## src/rtl/sar_search_ctrl.sv

```systemverilog
// sar_search_ctrl: binary-search client of a registered comparator.
// Drives the comparator B input with successive guesses and narrows the
// [lo, hi] window from the GT/LT/EQ flags until a hit, an empty window,
// an edge of the value range, or a non-one-hot flag set ends the search.
// Optional: define SAR_STEP_COUNT_EN to add the steps[7:0] output, which
// counts EVAL cycles of the current/last search.
module sar_search_ctrl #(
    parameter int N       = 4,
    parameter int CMP_LAT = 1
) (
    input  logic         clk,
    input  logic         reset,
    input  logic         start,
    input  logic         cmp_gt,
    input  logic         cmp_lt,
    input  logic         cmp_eq,
    output logic [N-1:0] cmp_b,
    output logic         busy,
    output logic         done,
    output logic         found,
    output logic         err,
    output logic [N-1:0] result
`ifdef SAR_STEP_COUNT_EN
    ,
    output logic [7:0]   steps
`endif
);

    localparam int CW = (CMP_LAT < 2) ? 1 : $clog2(CMP_LAT + 1);

    typedef enum logic [2:0] {
        S_IDLE,
        S_DRIVE,
        S_WAIT,
        S_EVAL,
        S_DONE
    } state_t;

    state_t        state;
    logic [N:0]    lo;
    logic [N:0]    hi;
    logic [CW-1:0] wcnt;

    logic [N-1:0]  mid;
    logic [N:0]    lo_up;
    logic [N:0]    hi_dn;
    logic          onehot;
    logic          ev_stop;

    // Midpoint of the window and the candidate bounds for the next step;
    // ev_stop flags every way the current EVAL can end the search.
    always_comb begin
        mid     = N'((lo + hi) >> 1);
        lo_up   = (N+1)'(mid) + (N+1)'(1);
        hi_dn   = (N+1)'(mid) - (N+1)'(1);
        onehot  = ( cmp_gt & ~cmp_lt & ~cmp_eq) |
                  (~cmp_gt &  cmp_lt & ~cmp_eq) |
                  (~cmp_gt & ~cmp_lt &  cmp_eq);
        ev_stop = 1'b0;
        if (!onehot || cmp_eq) begin
            ev_stop = 1'b1;
        end else if (cmp_gt) begin
            ev_stop = (mid == '1) || (lo_up > hi);
        end else begin
            ev_stop = (mid == '0) || (lo > hi_dn);
        end
    end

    // Search sequencer with registered outputs.
    always_ff @(posedge clk or posedge reset) begin
        if (reset) begin
            state  <= S_IDLE;
            lo     <= '0;
            hi     <= (N+1)'((1 << N) - 1);
            wcnt   <= '0;
            cmp_b  <= '0;
            busy   <= 1'b0;
            done   <= 1'b0;
            found  <= 1'b0;
            err    <= 1'b0;
            result <= '0;
`ifdef SAR_STEP_COUNT_EN
            steps  <= '0;
`endif
        end else begin
            case (state)
                S_IDLE: begin
                    done <= 1'b0;
                    if (start) begin
                        lo    <= '0;
                        hi    <= (N+1)'((1 << N) - 1);
                        found <= 1'b0;
                        err   <= 1'b0;
                        busy  <= 1'b1;
`ifdef SAR_STEP_COUNT_EN
                        steps <= '0;
`endif
                        state <= S_DRIVE;
                    end
                end
                S_DRIVE: begin
                    cmp_b <= mid;
                    wcnt  <= CW'(CMP_LAT);
                    state <= S_WAIT;
                end
                S_WAIT: begin
                    if (wcnt <= CW'(1)) begin
                        state <= S_EVAL;
                    end else begin
                        wcnt <= wcnt - CW'(1);
                    end
                end
                S_EVAL: begin
`ifdef SAR_STEP_COUNT_EN
                    steps <= steps + 8'd1;
`endif
                    if (ev_stop) begin
                        found  <= onehot & cmp_eq;
                        err    <= ~onehot;
                        result <= mid;
                        done   <= 1'b1;
                        busy   <= 1'b0;
                        state  <= S_DONE;
                    end else begin
                        if (cmp_gt) begin
                            lo <= lo_up;
                        end else begin
                            hi <= hi_dn;
                        end
                        state <= S_DRIVE;
                    end
                end
                S_DONE: begin
                    done  <= 1'b0;
                    state <= S_IDLE;
                end
                default: begin
                    state <= S_IDLE;
                end
            endcase
        end
    end

endmodule

```

## config.mk

```make
export PLATFORM = sky130hd
export DESIGN_NAME = sar_search_ctrl
export DESIGN_NICKNAME = d
export VERILOG_FILES = /design/src/rtl/sar_search_ctrl.sv
export SDC_FILE = /design/constraint.sdc
export NUM_CORES = 1
export LEC_CHECK = 0
export CAP_MARGIN = 25
export CORE_UTILIZATION = 45
export DETAILED_ROUTE_END_ITERATION = 8
export DONT_BUFFER_PORTS = 1
export HOLD_SLACK_MARGIN = 0.06
export PLACE_DENSITY = 0.69
export SLEW_MARGIN = 20
export SYNTH_ARGS = -nofsm -noshare
export SYNTH_HDL_FRONTEND = slang
export SYNTH_SLANG_ARGS = --single-unit
```

## constraint.sdc

```tcl
create_clock -name clk -period 6 [get_ports clk]
set_clock_uncertainty 0.05 [all_clocks]
set_input_delay 1.5 -clock clk [delete_from_list [all_inputs] [get_ports clk]]
set_output_delay 1.5 -clock clk [all_outputs]
set_load 0.05 [all_outputs]
```

==> run metrics, run 1 <==
vias in the first global route between 1k and 1.5k; total via count after detailed routing around 1.2k; parity-gate share of the synthesized area counting xor and xnor cells 0.0444; drc violations 0; slowest library cell on the worst path sky130_fd_sc_hd__dfstp_2; area of the multi-input gates just under 900 um^2; share of the core filled with cells 0.501; share of the synthesized area in compound gates (AO/OA/AOI/OAI) 0.177; fraction of synthesized area in multiplexers 0.0523; antenna-violating nets left 0; total nets after synthesis approximately 180; cell types with the highest counts after synthesis 21 x sky130_fd_sc_hd__dfrtp_1, 16 x sky130_fd_sc_hd__ha_1, 13 x sky130_fd_sc_hd__inv_1, 12 x sky130_fd_sc_hd__nor2_1, 8 x sky130_fd_sc_hd__o21ai_0; fraction of layout cells with a size suffix above 1 0.174; insertion delay of the later-clocked pin in the worst-skew pair 330 ps; area growth from synthesis to layout 5.78%; Post-DP HPWL approximately 2.6 mm; minimum clock period roughly 4000 ps; Post-Synth Adder-Cell Area 0.139; setup repair bufs after CTS 0; LEAKAGE 0.000761 uW; summed negative setup slack over all endpoints 0 ps; number of port buffers 0; Max-slew headroom 0.494; cell depth of the worst hold path 1; leading cell type by number of instances after synthesis sky130_fd_sc_hd__dfrtp_1; Crit. Startpoint hi[0]$_DFFE_PP1P_; part of the cycle the worst path needs 0.671; Slew Limit Fails 0; measured slew at the worst slew-check pin between 700 and 800 ps; DR WL/cell ~17 um; area share of and/or/nand/nor cells after synthesis 0.148; filler cell count 320; Mapped Avg Cell Area ~10 um^2; Area contributors post-synth sky130_fd_sc_hd__dfrtp_1 33%, sky130_fd_sc_hd__ha_1 13%, sky130_fd_sc_hd__dfstp_2 6.7%; count of endpoints failing hold in the final timing report 0; wire length of the first global-routing pass approximately 5.4 mm; FF-to-FF path depth 14; endpoints failing setup 0; total grt overflow 0; Seq/Total Area, Yosys 0.399; overall routing resource usage 0.200; post-cts resize count 0; die height about 61 um; unique cell type count in the Yosys netlist 43; kind of start point of the critical path flip-flop; chain of cells forming the critical path inv_1 > nor2_1 > fa_1 > xor2_1 > ha_1 > xnor2_1 > ha_1 > a211oi_2 > nor2_1 > o32a_1 > a311oi_4 > or2_4 > inv_4 > mux2_4; area of the mapped netlist about 1600 um^2; Synth async-reset ratio 1.00; GP Congestion 0.876; clock tree from TritonCTS done; final-stage net count between 150 and 200; cts-stage hold buffer count 0; clock-pin slew on the worst setup and hold paths around 140 ps; drt first pass iters 4; number of buffers between clock root and the deepest sink 2; highest ir drop seen on vdd roughly 0.24 mV; Worst Path Required just over 6000 ps; leading register cell type out of synthesis sky130_fd_sc_hd__dfrtp_1; x dimension of the die 61.2 um; antenna diode instance count 0; count of clock tree sinks 25; initial core utilization 0.473; CTS Buf Count 3; WL final between 3 and 4 mm; die area about 3700 um^2; setup slack of the worst register-to-register path 1980 ps; critical path class reg -> reg; via density per instance 5.79; number of storage elements in the synthesis netlist 25; Max-Cap Viols 0; combinational family with the most area after synthesis compound AO/OA/AOI/OAI gates; level count of the clock H-tree 1; worst setup path end result[2]$_DFFE_PP0P_; Post-Layout Cell Count between 200 and 250; setup repair after global routing missed its margin false; Achievable Freq around 250 MHz; DRT iter0 DRCs 61; type of destination of the critical path flip-flop; hold crit path type reg -> reg; total I/O pin count 18; clk root buf sky130_fd_sc_hd__clkbuf_4; pin count of the biggest net entering global routing 26; number of placed cells counting well taps 196; count of synthesis-stage warnings from yosys 0; Floorplan Core Area approximately 3300 um^2; power density over cell area about 460 nW/um^2; Reg2Reg Launch Point hi[0]$_DFFE_PP1P_; top cell type's share of synthesized area 0.333; area of all sequential standard cells between 600 and 700 um^2; endpoint of the most critical register-to-register path result[2]$_DFFE_PP0P_; outcome finished clean; maximum fanout encountered on the critical timing path 9; cell type contributing the most total cell area after synthesis sky130_fd_sc_hd__dfrtp_1; data arrival time at the worst-slack endpoint between 4000 and 5000 ps; number of cells produced by synthesis 152; number of cell rows 21; number of antenna violations at the first check in global routing 0; CP peak stage delay 580 ps; EDFF count, synth 0
[layer usage]
layer,part of all wire,routed length [um],vias to the layer above,global-route usage
li1,-,-,560,-
met1,0.49,1680,564,0.295
met2,0.44,1530,33,0.293
met3,0.053,183,6,0.0336
met4,0.018,61,0,0.0747
met5,0,0,-,0
[worst max-delay path: cells and delay by family, from the launching register on]
kind | cells | cell delay (ps)
compound gates | 3 | 970
fa+ha+maj | 3 | 880
xor+xnor | 2 | 600
flops | 1 | 580
simple gates | 3 | 440
mux | 1 | 290
buf+inv | 2 | 120
[registers in the layout (all words and copies together), names as in the netlist]
register  cells
busy          1
cmp_b         4
done          1
err           1
found         1
hi            5
lo            5
result        4
state         3
[cell usage in the layout, fill, tap and decap left out, types with 2 or more instances in the layout]
| cell | netlist | layout |
|---|---|---|
| sky130_fd_sc_hd__inv_1 | 13 | 13 |
| sky130_fd_sc_hd__a21oi_1 | 7 | 7 |
| sky130_fd_sc_hd__nand4_1 | 3 | 3 |
| sky130_fd_sc_hd__xnor2_1 | 6 | 6 |
| sky130_fd_sc_hd__nand3_1 | 3 | 3 |
| sky130_fd_sc_hd__nand2_1 | 7 | 7 |
| sky130_fd_sc_hd__a32oi_1 | 2 | 2 |
| sky130_fd_sc_hd__and2_1 | 2 | 2 |
| sky130_fd_sc_hd__mux2_2 | 2 | 2 |
| sky130_fd_sc_hd__o21ai_0 | 8 | 8 |
| sky130_fd_sc_hd__mux2_4 | 4 | 4 |
| sky130_fd_sc_hd__nor2_1 | 12 | 12 |
| sky130_fd_sc_hd__a22oi_1 | 2 | 2 |
| sky130_fd_sc_hd__clkbuf_4 | 0 | 3 |
| sky130_fd_sc_hd__dfstp_2 | 4 | 4 |
| sky130_fd_sc_hd__dfrtp_1 | 21 | 21 |
| sky130_fd_sc_hd__a32o_1 | 5 | 5 |
| sky130_fd_sc_hd__nor3_1 | 5 | 5 |
| sky130_fd_sc_hd__and3_1 | 3 | 3 |
| sky130_fd_sc_hd__ha_1 | 16 | 16 |
| sky130_fd_sc_hd__or2_2 | 2 | 2 |
| sky130_fd_sc_hd__xor2_1 | 2 | 2 |
[layout make-up]
type,count,area share
timing repair buffer,1,0.00899
tap,46,0.0345
inverter,14,0.0330
multi-input combinational,111,0.530
sequential,25,0.378
clock buffer,4,0.0157
[power breakdown]
group	switching [uW]	internal, uW
sequential	133	214
clock	51.3	26.1
combinational	197	142
total	381	382
[stage by stage]
| stage | setup WS [ps] | hold slack [ps] | area [um^2] | power, uW |
|---|---|---|---|---|
| 6_report | 1980 | 467 | 1670 | 763 |
| 5_1_grt | 1800 | 488 | 1670 | 814 |
| 4_1_cts | 2010 | 469 | 1660 | 760 |
| 3_5_place_dp | 2040 | 448 | 1630 | 681 |
| 3_3_place_gp | 2090 | 438 | 1630 | 675 |
| 2_1_floorplan | 2460 | 407 | 1580 | 608 |
[worst min path at each step]
stage	start	end	slack (ps)
floorplan	state[2]$_DFFE_PP0P_	state[1]$_DFFE_PP0P_	410
global placement	state[2]$_DFFE_PP0P_	state[1]$_DFFE_PP0P_	440
detailed placement	state[2]$_DFFE_PP0P_	state[1]$_DFFE_PP0P_	450
CTS	state[2]$_DFFE_PP0P_	state[1]$_DFFE_PP0P_	470
global route	state[2]$_DFFE_PP0P_	state[1]$_DFFE_PP0P_	490
finish	state[2]$_DFFE_PP0P_	state[1]$_DFFE_PP0P_	470
[kinds of logic after synthesis]
group	count (synthesis)
xor+xnor	8
fa+ha+maj	17
flops	25
buf+inv	16
mux	6
simple gates	45
compound gates	35
(Power assumes the default switching activity.)
==> run 2, diff against run 1 <==
--- a/config.mk
+++ b/config.mk
@@ -5,12 +5,13 @@
 export SDC_FILE = /design/constraint.sdc
 export NUM_CORES = 1
 export LEC_CHECK = 0
+export ABC_AREA = 1
 export CAP_MARGIN = 25
 export CORE_UTILIZATION = 45
 export DETAILED_ROUTE_END_ITERATION = 8
 export DONT_BUFFER_PORTS = 1
 export HOLD_SLACK_MARGIN = 0.06
-export PLACE_DENSITY = 0.69
+export PLACE_DENSITY = 0.71
 export SLEW_MARGIN = 20
 export SYNTH_ARGS = -nofsm -noshare
 export SYNTH_HDL_FRONTEND = slang
==> constraint.sdc (replaced) <==
create_clock -name clk -period 3.7 [get_ports clk]
set_clock_uncertainty 0.05 [all_clocks]
set_input_delay 0.925 -clock clk [delete_from_list [all_inputs] [get_ports clk]]
set_output_delay 0.925 -clock clk [all_outputs]
set_load 0.05 [all_outputs]
==> run 2 against run 1 <==
Compared with the run above: maximum frequency up 17%; utilization up 0.42 points; setup slack worse by 1700 ps; first-iteration DRC count up 38%; wire length up 4.7%; sequential share of layout area down 3.6 points; cell count up 38%; global-route usage down 0.97 points; critical path depth up 6; synthesized area up 8.4%; sequential cell count unchanged; via count up 23%.
==> run metrics, run 2 <==
Area contributors post-synth sky130_fd_sc_hd__dfrtp_1 31%, sky130_fd_sc_hd__nand2_1 17%, sky130_fd_sc_hd__ha_1 12%; Slew Limit Fails 0; clk root buf sky130_fd_sc_hd__clkbuf_8; antenna diode instance count 0; share of the synthesized area in compound gates (AO/OA/AOI/OAI) 0.0877; fraction of layout cells with a size suffix above 1 0.140; total via count after detailed routing 1429; data arrival time at the worst-slack endpoint around 3600 ps; part of the cycle the worst path needs 0.927; antenna-violating nets left 0; number of cells produced by synthesis roughly 220; parity-gate share of the synthesized area counting xor and xnor cells 0.0154; area share of and/or/nand/nor cells after synthesis 0.319; maximum fanout encountered on the critical timing path 13; type of destination of the critical path flip-flop; commonest cells after routing, fill and taps aside 79 x sky130_fd_sc_hd__nand2_1, 28 x sky130_fd_sc_hd__inv_1, 22 x sky130_fd_sc_hd__nand3_1; insertion delay of the later-clocked pin in the worst-skew pair 270 ps; combinational family with the most area after synthesis simple AND/OR/NAND/NOR gates; post-route cell area between 1500 and 2000 um^2; cell types with the highest counts after synthesis 79 x sky130_fd_sc_hd__nand2_1, 28 x sky130_fd_sc_hd__inv_1, 22 x sky130_fd_sc_hd__nand3_1, 21 x sky130_fd_sc_hd__dfrtp_1, 16 x sky130_fd_sc_hd__ha_1; count of endpoints failing hold in the final timing report 0; via density per instance around 5.2; vias in the first global route roughly 1.3k; unique cell type count in the Yosys netlist 26; setup slack of the worst register-to-register path between 200 and 300 ps; Max-slew headroom 0.675; Seq/Total Area, Yosys 0.368; kind of start point of the critical path flip-flop; total grt overflow 0; count of clock tree sinks 25; die area 4050 um^2; setup repair after global routing missed its margin false; Worst Min Path Start hi[2]$_DFFE_PP1P_; Post-DP HPWL about 2.7 mm; overall routing resource usage 0.190; setup repair bufs after CTS 0; EDFF count, synth 0; number of cell rows 22; cell depth of the worst hold path 2; total nets after synthesis between 200 and 250; Max-Cap Viols 0; CTS Buf Count 3; Hold EP hi[2]$_DFFE_PP1P_; Floorplan Core Area 3660 um^2; Achievable Freq 292 MHz; critical path class reg -> reg; number of port buffers 0; drc violations 0; WL final roughly 3.6 mm; Post-Synth Adder-Cell Area 0.129; die height ~64 um; clock-pin slew on the worst setup and hold paths about 90 ps; Post-DP Area approximately 1800 um^2; GP Congestion approximately 0.85; fraction of synthesized area in multiplexers 0; area of the mapped netlist ~1700 um^2; outcome finished clean; FF-to-FF path depth 20; Reg2Reg Launch Point hi[0]$_DFFE_PP1P_; number of storage elements in the synthesis netlist 25; Mapped Avg Cell Area between 7 and 8 um^2; summed negative setup slack over all endpoints 0 ps; Synth async-reset ratio 1.00; leading cell type by number of instances after synthesis sky130_fd_sc_hd__nand2_1; CP peak stage delay 560 ps; top cell type's share of synthesized area 0.307; chain of cells forming the critical path nand2_1 > inv_1 > fa_2 > ha_1 > or2_2 > nand2_1 > inv_1 > ha_1 > nand2_1 > nand2_1 > nand2_1 > nand3_1 > a21oi_1 > nand2_1 > nand2_1 > nand2_2 > nand2_4 > buf_4 > nand3_1 > nand2_1; count of synthesis-stage warnings from yosys 0; number of antenna violations at the first check in global routing 0; share of the core filled with cells 0.505; slowest library cell on the worst path sky130_fd_sc_hd__dfstp_2; initial core utilization 0.468; hold crit path type reg -> reg; leading register cell type out of synthesis sky130_fd_sc_hd__dfrtp_1; cell type contributing the most total cell area after synthesis sky130_fd_sc_hd__dfrtp_1; final-stage net count ~250; pin count of the biggest net entering global routing 26; level count of the clock H-tree 1; DRT iter0 DRCs 84; wire length of the first global-routing pass 5.95 mm; drt first pass iters 4; largest registers in the final layout hi: 5 flops, lo: 5 flops; total I/O pin count 18; area growth from synthesis to layout 7.97%; x dimension of the die 63.7 um; endpoints failing setup 0; clock tree from TritonCTS done; DR WL/cell 13.0 um; measured slew at the worst slew-check pin just under 500 ps; Worst Path Required between 3000 and 4000 ps; endpoint of the most critical register-to-register path hi[3]$_DFFE_PP1P_; number of buffers between clock root and the deepest sink 2; minimum clock period 3430 ps; most used cell along the critical path sky130_fd_sc_hd__nand2_1; leading cell type in the layout, fill and taps excluded sky130_fd_sc_hd__nand2_1
[run 2: cell types whose count changed in the layout (fill, tap and decap cells not counted), moves of 4 or more]
| cell | previous run | this run |
|---|---|---|
| sky130_fd_sc_hd__nand3_1 | 3 | 22 |
| sky130_fd_sc_hd__xnor2_1 | 6 | 1 |
| sky130_fd_sc_hd__nand2_2 | 0 | 6 |
| sky130_fd_sc_hd__nor3_1 | 5 | 0 |
| sky130_fd_sc_hd__nand2_1 | 7 | 79 |
| sky130_fd_sc_hd__a32o_1 | 5 | 0 |
| sky130_fd_sc_hd__mux2_4 | 4 | 0 |
| sky130_fd_sc_hd__inv_1 | 13 | 28 |
[run 2: kinds of logic after synthesis]
logic type                 after synthesis
buffers and inverters                   33
and+or+nand+nor                        123
adders and majority gates               17
DFF                                     25
xor gates and xnor gates                 3
AOI/OAI and AO/OA                       22
[run 2: metal layers]
metal | part of all wire | track usage | wire (um)
met5 | 0 | 0 | 0
met4 | 0.020 | 0.0710 | 71
met3 | 0.030 | 0.0507 | 110
met2 | 0.46 | 0.301 | 1680
met1 | 0.48 | 0.247 | 1750
[run 2: how the worst max path moves through the flow]
stage | start | end | slack, ps | depth (start not counted)
after global routing | hi[0]$_DFFE_PP1P_ | result[3]$_DFFE_PP0P_ | 40 | 19
final | hi[0]$_DFFE_PP1P_ | hi[3]$_DFFE_PP1P_ | 270 | 20
after CTS | hi[0]$_DFFE_PP1P_ | hi[3]$_DFFE_PP1P_ | 250 | 19
after global placement | hi[0]$_DFFE_PP1P_ | result[3]$_DFFE_PP0P_ | 380 | 20
after detailed placement | hi[0]$_DFFE_PP1P_ | hi[3]$_DFFE_PP1P_ | 290 | 19
after floorplan | lo[0]$_DFFE_PP0P_ | result[1]$_DFFE_PP0P_ | 400 | 22
[run 2: repair_timing]
item,4_1_cts,5_1_grt
hold buffers,0,0
gates resized for setup,0,1
endpoints found under the setup margin,0,2
[run 2: final cells by class]
class                      count  area [um^2]
sequential                    25          631
multi-input combinational    165          945
tap                           48         60.1
clock buffer                   3         41.3
fill                         341         1810
clock inverter                 1         5.00
inverter                      31          116
timing repair buffer           4         50.0
[run 2: metrics by stage]
stage | setup WS, ps | hold WS, ps | std cells
final | 270 | 436 | 277
after global routing | 42.5 | 454 | 277
after CTS | 246 | 441 | 276
after detailed placement | 295 | 428 | 272
after global placement | 383 | 418 | 272
after floorplan | 402 | 402 | 223
[run 2: worst max-delay path: cells and delay by family, from the launching register on]
kind / cells / cell delay (ps)
compound gates: 1 / 130
fa+ha+maj: 3 / 1060
buf+inv: 3 / 340
flops: 1 / 560
simple gates: 13 / 1250
Power of run 2 is not shown: default switching activity piles up to over one toggle a cycle in this logic, so the estimate is an artifact.
